--- src/rtl/fix_logon_acceptor.sv ---
// FIX logon acceptor: parses an inbound tag=value;... byte stream, decides on
// ACK / REJ / LOGOUT at the "10=" checksum field and serialises the response.
module fix_logon_acceptor (
  input  logic       clk,
  input  logic       reset,
  input  logic       enable,
  input  logic [7:0] din,
  input  logic       configure,
  input  logic [7:0] heartBeatInt,
  output logic [7:0] dout,
  output logic       valid,
  output logic       logged_on,
  output logic       busy,
  output logic [7:0] hb_int
);

  typedef enum logic [2:0] {IDLE, RX, TX_ACK, TX_REJ, TX_LOGOUT} state_e;
  typedef enum logic {P_TAG, P_VAL} pstate_e;

  localparam logic [7:0] CH_SEMI  = 8'h3b;
  localparam logic [7:0] CH_EQ    = 8'h3d;
  localparam logic [7:0] CH_A     = 8'h41;
  localparam logic [7:0] CH_5     = 8'h35;
  localparam logic [7:0] CH_3     = 8'h33;
  localparam logic [7:0] CH_0     = 8'h30;

  state_e      state_q, state_d;
  pstate_e     pstate_q, pstate_d;
  logic [9:0]  tag_q, tag_d;
  logic [7:0]  msgtype_q, msgtype_d;
  logic [7:0]  hb_rx_q, hb_rx_d;
  logic        fmt_err_q, fmt_err_d;
  logic        val_first_q, val_first_d;
  logic [7:0]  cfg_hb_q, cfg_hb_d;
  logic [3:0]  idx_q, idx_d;
  logic [7:0]  hb_tx_q, hb_tx_d;
  logic        logged_on_q, logged_on_d;
  logic [7:0]  hb_int_q, hb_int_d;

  logic        tx_active;
  logic        is_digit;
  logic        tx_last;
  logic [13:0] tag_mac;
  logic [11:0] hb_mac;
  state_e      resp;
  logic [7:0]  hund, tens, ones;

  assign tx_active = (state_q == TX_ACK) || (state_q == TX_REJ) || (state_q == TX_LOGOUT);
  assign is_digit  = (din >= 8'h30) && (din <= 8'h39);
  assign tag_mac   = {4'd0, tag_q} * 14'd10 + {10'd0, din[3:0]};
  assign hb_mac    = {4'd0, hb_rx_q} * 12'd10 + {8'd0, din[3:0]};
  assign tx_last   = (state_q == TX_ACK) ? (idx_q == 4'd12) : (idx_q == 4'd4);

  // Response choice is evaluated every cycle but only used on the end-of-message ';'.
  always_comb begin
    resp = IDLE;
    if (!logged_on_q) begin
      if (msgtype_q == CH_A && !fmt_err_q && hb_rx_q != 8'd0 && hb_rx_q <= cfg_hb_q)
        resp = TX_ACK;
      else
        resp = TX_REJ;
    end else if (msgtype_q == CH_A) begin
      resp = TX_REJ;
    end else if (msgtype_q == CH_5) begin
      resp = TX_LOGOUT;
    end
  end

  always_comb begin
    state_d     = state_q;
    pstate_d    = pstate_q;
    tag_d       = tag_q;
    msgtype_d   = msgtype_q;
    hb_rx_d     = hb_rx_q;
    fmt_err_d   = fmt_err_q;
    val_first_d = val_first_q;
    cfg_hb_d    = cfg_hb_q;
    idx_d       = idx_q;
    hb_tx_d     = hb_tx_q;
    logged_on_d = logged_on_q;
    hb_int_d    = hb_int_q;

    if (configure && !tx_active)
      cfg_hb_d = heartBeatInt;

    case (state_q)
      IDLE, RX: begin
        if (enable) begin
          state_d = RX;
          if (din == CH_SEMI) begin
            tag_d    = '0;
            pstate_d = P_TAG;
            if (tag_q == 10'd10) begin
              state_d   = resp;
              idx_d     = '0;
              hb_tx_d   = hb_rx_q;
              msgtype_d = '0;
              hb_rx_d   = '0;
              fmt_err_d = 1'b0;
            end
          end else if (pstate_q == P_TAG) begin
            if (is_digit)
              tag_d = (tag_mac > 14'd999) ? 10'd999 : tag_mac[9:0];
            else if (din == CH_EQ) begin
              pstate_d    = P_VAL;
              val_first_d = 1'b1;
            end else
              fmt_err_d = 1'b1;
          end else begin
            val_first_d = 1'b0;
            if (tag_q == 10'd35 && val_first_q)
              msgtype_d = din;
            if (tag_q == 10'd108) begin
              if (is_digit)
                hb_rx_d = (hb_mac > 12'd255) ? 8'd255 : hb_mac[7:0];
              else
                fmt_err_d = 1'b1;
            end
          end
        end
      end
      TX_ACK, TX_REJ, TX_LOGOUT: begin
        if (tx_last) begin
          state_d = IDLE;
          idx_d   = '0;
          if (state_q == TX_ACK) begin
            logged_on_d = 1'b1;
            hb_int_d    = hb_tx_q;
          end else if (state_q == TX_LOGOUT) begin
            logged_on_d = 1'b0;
          end
        end else begin
          idx_d = idx_q + 4'd1;
        end
      end
      default: state_d = IDLE;
    endcase
  end

  assign hund = hb_tx_q / 8'd100;
  assign tens = (hb_tx_q / 8'd10) % 8'd10;
  assign ones = hb_tx_q % 8'd10;

  always_comb begin
    dout = '0;
    if (tx_active) begin
      case (idx_q)
        4'd0:    dout = CH_3;
        4'd1:    dout = CH_5;
        4'd2:    dout = CH_EQ;
        4'd3:    dout = (state_q == TX_ACK) ? CH_A : (state_q == TX_REJ) ? CH_3 : CH_5;
        4'd4:    dout = CH_SEMI;
        4'd5:    dout = 8'h31;
        4'd6:    dout = CH_0;
        4'd7:    dout = 8'h38;
        4'd8:    dout = CH_EQ;
        4'd9:    dout = CH_0 + hund;
        4'd10:   dout = CH_0 + tens;
        4'd11:   dout = CH_0 + ones;
        4'd12:   dout = CH_SEMI;
        default: dout = '0;
      endcase
    end
  end

  assign valid     = tx_active;
  assign busy      = tx_active;
  assign logged_on = logged_on_q;
  assign hb_int    = hb_int_q;

  always_ff @(posedge clk) begin
    if (reset) begin
      state_q     <= IDLE;
      pstate_q    <= P_TAG;
      tag_q       <= '0;
      msgtype_q   <= '0;
      hb_rx_q     <= '0;
      fmt_err_q   <= 1'b0;
      val_first_q <= 1'b0;
      cfg_hb_q    <= 8'd30;
      idx_q       <= '0;
      hb_tx_q     <= '0;
      logged_on_q <= 1'b0;
      hb_int_q    <= '0;
    end else begin
      state_q     <= state_d;
      pstate_q    <= pstate_d;
      tag_q       <= tag_d;
      msgtype_q   <= msgtype_d;
      hb_rx_q     <= hb_rx_d;
      fmt_err_q   <= fmt_err_d;
      val_first_q <= val_first_d;
      cfg_hb_q    <= cfg_hb_d;
      idx_q       <= idx_d;
      hb_tx_q     <= hb_tx_d;
      logged_on_q <= logged_on_d;
      hb_int_q    <= hb_int_d;
    end
  end

endmodule
--- config.mk ---
export PLATFORM = sky130hd
export DESIGN_NAME = fix_logon_acceptor
export DESIGN_NICKNAME = d
export VERILOG_FILES = /design/src/rtl/fix_logon_acceptor.sv
export SDC_FILE = /design/constraint.sdc
export NUM_CORES = 1
export LEC_CHECK = 0
export BUFFER_PORTS_ARGS = -buffer_cell sky130_fd_sc_hd__buf_2
export CAP_MARGIN = 20
export CORE_UTILIZATION = 45
export DETAILED_ROUTE_END_ITERATION = 12
export HOLD_SLACK_MARGIN = 0.08
export PLACE_DENSITY = 0.7
export SYNTH_ARGS = -nofsm -noshare
export SYNTH_HDL_FRONTEND = slang
export SYNTH_SLANG_ARGS = --single-unit
export TNS_END_PERCENT = 5
--- constraint.sdc ---
create_clock -name clk -period 3.55 [get_ports clk]
set_input_delay 0.1775 -clock clk [delete_from_list [all_inputs] [get_ports clk]]
set_output_delay 0.1775 -clock clk [all_outputs]
set_load 0.02 [all_outputs]
# Word-level counts from Yosys, hierarchy flattened
# Cells that the tools add are included.
# op_classes
bitwise,1
n_mul,2
n_div,4
n_reduce_logical,35
mux,48
n_lt_le_gt_ge,5
eq_ne,34
n_addsub,6
# ops
operator,n
$pmux W8 S11,1
$mux W8,10
$mux W10,4
$add A6 B8 Y8 const A,3
$eq A8 B6 Y1 const B,3
$mux W3,8
$eq A4 B4 Y1 const B,5
$mux W1,18
$eq A4 B3 Y1 const B,4
$mod A8 B4 Y8 const B,2
$mux W4,4
$add A14 B4 Y14,1
$gt A14 B10 Y1 const B,1
$reduce_bool A2 Y1,7
$mul A10 B3 Y13 const B,1
$add A12 B4 Y12,1
$gt A12 B8 Y1 const B,1
$reduce_and A4 Y1,3
$mul A8 B3 Y11 const B,1
$eq A10 B4 Y1 const B,1
$eq A10 B6 Y1 const B,1
$eq A10 B7 Y1 const B,1
$ne A2 B2 Y1 const B,5
$reduce_and A5 Y1,2
other kinds (32),47
# totals
wordCells,147
out_inout_bits,19
regBits,61
inputBits,20

# Depth between registers and ports, before layout
# logic_depth
word_depth,10
depth_mapped,17
mapped_depth_nobuf,14

# Worst setup path before layout
# No wires, ideal clock.
# synth_timing
path_kind,reg2out
startpoint,register hb_tx_q[6]
endpoint,output port dout[5]
arrival_ns,3.456
setup_slack_ns,-0.083
stages_incl_launch_ff,16
path_buffers,2
required_time_ns,3.372
path_cell_list,dfxtp_1 -> buf_2 -> buf_2 -> nor2_1 -> a22o_1 -> inv_1 -> ha_1 -> o2111ai_2 -> nor2_1 -> o31ai_1 -> ha_1 -> o32a_1 -> a211oi_2 -> mux2i_1 -> xor2_1 -> o22ai_1
# synth_via
elab_chain_cells,5
elab_cells_between_ends,9
cone_classes,add/sub: 3; div: 4; mux: 2
# synth_lines
item,line,text
start: declaration,36,"logic [7:0] hb_tx_q, hb_tx_d;"
start signal: assignment,195,hb_tx_q <= hb_tx_d;
$div A8 B4 Y8,141,assign tens = (hb_tx_q / 8'd10) % 8'd10;
$mod A8 B4 Y8,141,
$add A6 B8 Y8,158,4'd10: dout = CH_0 + tens;
$pmux W8 S11 (*),147,case (idx_q)
$mux W8 (*),146,if (tx_active) begin
end: declaration,10,"output logic [7:0] dout,"
# Every way passes the cells marked *; elsewhere a longest branch is shown, timed or not.

# Worst setup path in the final report
# layout_timing
startpoint,register hb_tx_q[7]
endpoint,output port dout[6]
# Same word-level chain as after synthesis.

==> impl_metrics.json <==
{
  "critical_path.startpoint": "hb_tx_q[7]",
  "use_met1_pct": 29.6,
  "arrival_ns": 3.52,
  "grt_util_met2_pct": 40.0,
  "synthFlopType": "dfxtp_1",
  "rsz0062_at_grt": "yes",
  "critPathMaxStageDelay_ns": 0.36,
  "port_buffers": 38,
  "holdWs_ns": 0.0871,
  "first_iter_violations": 270,
  "dp_hpwl_mm": 9.72,
  "synthArstFlopShare_pct": 0,
  "avgSynthCellArea_um2": 7.76,
  "grt_max_degree": 56,
  "status": "finished with violations",
  "syn_area_um2": 5200,
  "finalSetupViolCount": 3,
  "ys_top_cells_by_area": "dfxtp_1 23%, ha_1 12%, nor2_1 6.5%",
  "cp-endpoint": "dout[6]",
  "num_vias": 5088,
  "die_x_um": 109,
  "met3_usage_pct": 3.02,
  "critical-path-slowest-cell": "dfxtp_4",
  "fin_ws_ns": -0.143,
  "rr_worst_depth": 13,
  "htreeDepth": 3,
  "seq_area_um2": 1240,
  "max-clock-path-buffers": 2,
  "finalCritPeriodShare_pct": 104,
  "slew_headroom_pct": 54.2,
  "drive_above_1_share_pct": 19.8,
  "gp_congestion": 0.868,
  "mappedNetlistNets": 744,
  "clock-sinks": 61,
  "root_buffer": "clkbuf_16",
  "dr.pass1.iters": 7,
  "ios": 39,
  "synth_edf_count": 0,
  "rows": 38,
  "cts_tree": "done",
  "final_cell_mix": "89 x nor2_1, 55 x dfxtp_1, 54 x a21oi_1",
  "die_y_um": 109,
  "ys_warn_count": 0,
  "multiInputGateArea_um2": 3730,
  "filler_cell_count": 1002,
  "antenna_found_initial": 0,
  "crit_top_cell": "a211oi_2",
  "synth_top_area_share_pct": 23.5,
  "p_per_area_nw_per_um2": 273,
  "drt_wl_total_mm": 13.3,
  "initial_utilization_pct": 47.1,
  "dieArea_um2": 12000,
  "path_class": "reg -> out",
  "drv_slew": 0,
  "grt_pass1_vias": 4933,
  "cts.clk_slew.worst_paths_ns": 0.05,
  "syn_to_final_growth_pct": 19.8,
  "worstReg2RegStart": "tag_q[1]",
  "failed_checks": "negative setup slack",
  "layout_commonest_cell": "nor2_1",
  "core_um2": 11000,
  "cp-start-kind": "register",
  "hold_violations": 0,
  "synth-seq-area-share_pct": 23.5,
  "grtUsageTotal_pct": 23.4,
  "numCtsBuffers": 9,
  "fmax_mhz": 271,
  "critPathRequiredTime_ns": 3.37,
  "cp_cell_sequence": "buf_6, nor4bb_1, o21ai_1, a41oi_2, a211oi_2, o2111ai_2, nor2_2, o31ai_2, ha_2, o32a_1, a211oi_2, mux2i_2, and3_1, nor3_2, buf_4",
  "drc": 0,
  "stdcell_count": 882,
  "path_max_fanout": 6,
  "place_inst": 860,
  "drtAntennaViolNets": 0,
  "p_leak_nw": 2.77,
  "worst_slew_pin_slew_ns": 0.683,
  "peakVddDrop_v": 0.000316,
  "ys_ff_latch": 61,
  "synthCells": 670,
  "grt.busiest_layer": "met2",
  "synth_cell_type_count": 74,
  "drv_cap": 0,
  "wl_per_cell_um": 15.1,
  "hold_path.class": "in -> reg",
  "r2r_slack_ns": 0.45,
  "critPathCaptureType": "primary output",
  "grt_pass1_wl_mm": 22.5,
  "synth_area_leader_cell": "dfxtp_1",
  "post-route-util_pct": 56.4,
  "via_per_inst": 5.77,
  "nNetsFinal": 812,
  "skew_ns": 0.00733,
  "diodes": 0,
  "grt-ovfl-total": 0,
  "timing.rr.end": "tag_q[8]",
  "fin_crit_ns": 3.69,
  "clk_latency_ns": 0.33
}
[cells in the mapped netlist (all sizes together), types with 6 or more instances]
library cell / instances
and2: 6
nand4: 6
and3: 6
nor3: 15
clkbuf: 18
buf: 17
nor2: 91
a211o: 8
nor4: 6
dfxtp: 61
nand2: 52
a21oi: 55
ha: 50
nand3: 14
o21ai: 52
a21o: 10
xnor2: 16
inv: 34
a211oi: 7
nand2b: 13
nor2b: 13
xor2: 14
nor3b: 12
mux2i: 28
[kinds of logic (layout without fill, tap and decap cells)]
family,count (synthesis),in the layout,share of synthesized area (%)
muxes,29,29,5.83
xor gates and xnor gates,30,30,5.06
DFF,61,61,23.5
buffers and inverters,70,142,6.11
AOI/OAI and AO/OA,177,177,21.8
and+or+nand+nor,249,249,24.1
adders and majority gates,54,54,13.6
[final cells by class]
class / count / share of cell area (%)
clock buffers: 9 / 3.62
clock inverters: 6 / 1.43
inverters: 35 / 2.21
multi-input cells: 539 / 59.9
flip-flops and latches: 61 / 19.9
well taps: 140 / 2.81
repair buffers: 92 / 10.1
[how the worst min path moves through the flow]
stage	from	to	cells after the start	slack [ns]
after floorplan	heartBeatInt[0]	cfg_hb_q[0]	2	0.32
after detailed placement	heartBeatInt[6]	cfg_hb_q[6]	3	0.42
final	heartBeatInt[7]	cfg_hb_q[7]	3	0.09
after global routing	heartBeatInt[6]	cfg_hb_q[6]	3	0.11
after global placement	heartBeatInt[6]	cfg_hb_q[6]	3	0.41
after CTS	heartBeatInt[6]	cfg_hb_q[6]	3	0.09
[what timing repair did]
action,in CTS,in global routing
endpoints found under the hold margin,0,0
pin swaps,11,9
resized for setup,27,3
endpoints found under the setup margin,5,6
hold buffers,0,0
setup buffers,5,2
[critical path: cells and delay by family (launching register included)]
family          cells  cell delay, ns
simple gates        4            0.56
buf+inv             2            0.30
compound gates      7            1.47
flops               1            0.36
fa+ha+maj           1            0.17
mux                 1            0.31
[layer usage]
| layer | vias to the layer above | share of wire, % |
|---|---|---|
| li1 | 2523 | - |
| met1 | 2404 | 47 |
| met2 | 137 | 47 |
| met3 | 24 | 4.5 |
| met4 | 0 | 2.0 |
| met5 | - | 0 |
[registers in the layout, summed over array words and instances (netlist names)]
register     count
tag_q           10
cfg_hb_q         8
hb_int           8
hb_rx_q          8
hb_tx_q          8
msgtype_q        8
idx_q            4
state_q          3
fmt_err_q        1
logged_on        1
pstate_q         1
val_first_q      1
[power by group]
group,leakage [nW],internal [mW],switching [mW],total [mW]
clock network,0.147,0.610,0.325,0.935
logic,2.12,0.0280,0.0429,0.0709
registers,0.498,0.690,0.00596,0.696
[stage by stage]
| step | power, mW | worst slack, ns | cell area (um2) | TNS, ns |
|---|---|---|---|---|
| final | 1.70 | -0.143 | 6220 | -0.365 |
| after global routing | 1.75 | -0.331 | 6220 | -1.13 |
| after CTS | 1.71 | -0.0918 | 6200 | -0.180 |
| after detailed placement | 0.784 | -0.100 | 5760 | -0.173 |
| after global placement | 0.781 | -0.00513 | 5760 | -0.00513 |
| after floorplan | 0.757 | -0.0652 | 5200 | -0.0652 |
Power figures use the tool's default switching activity.
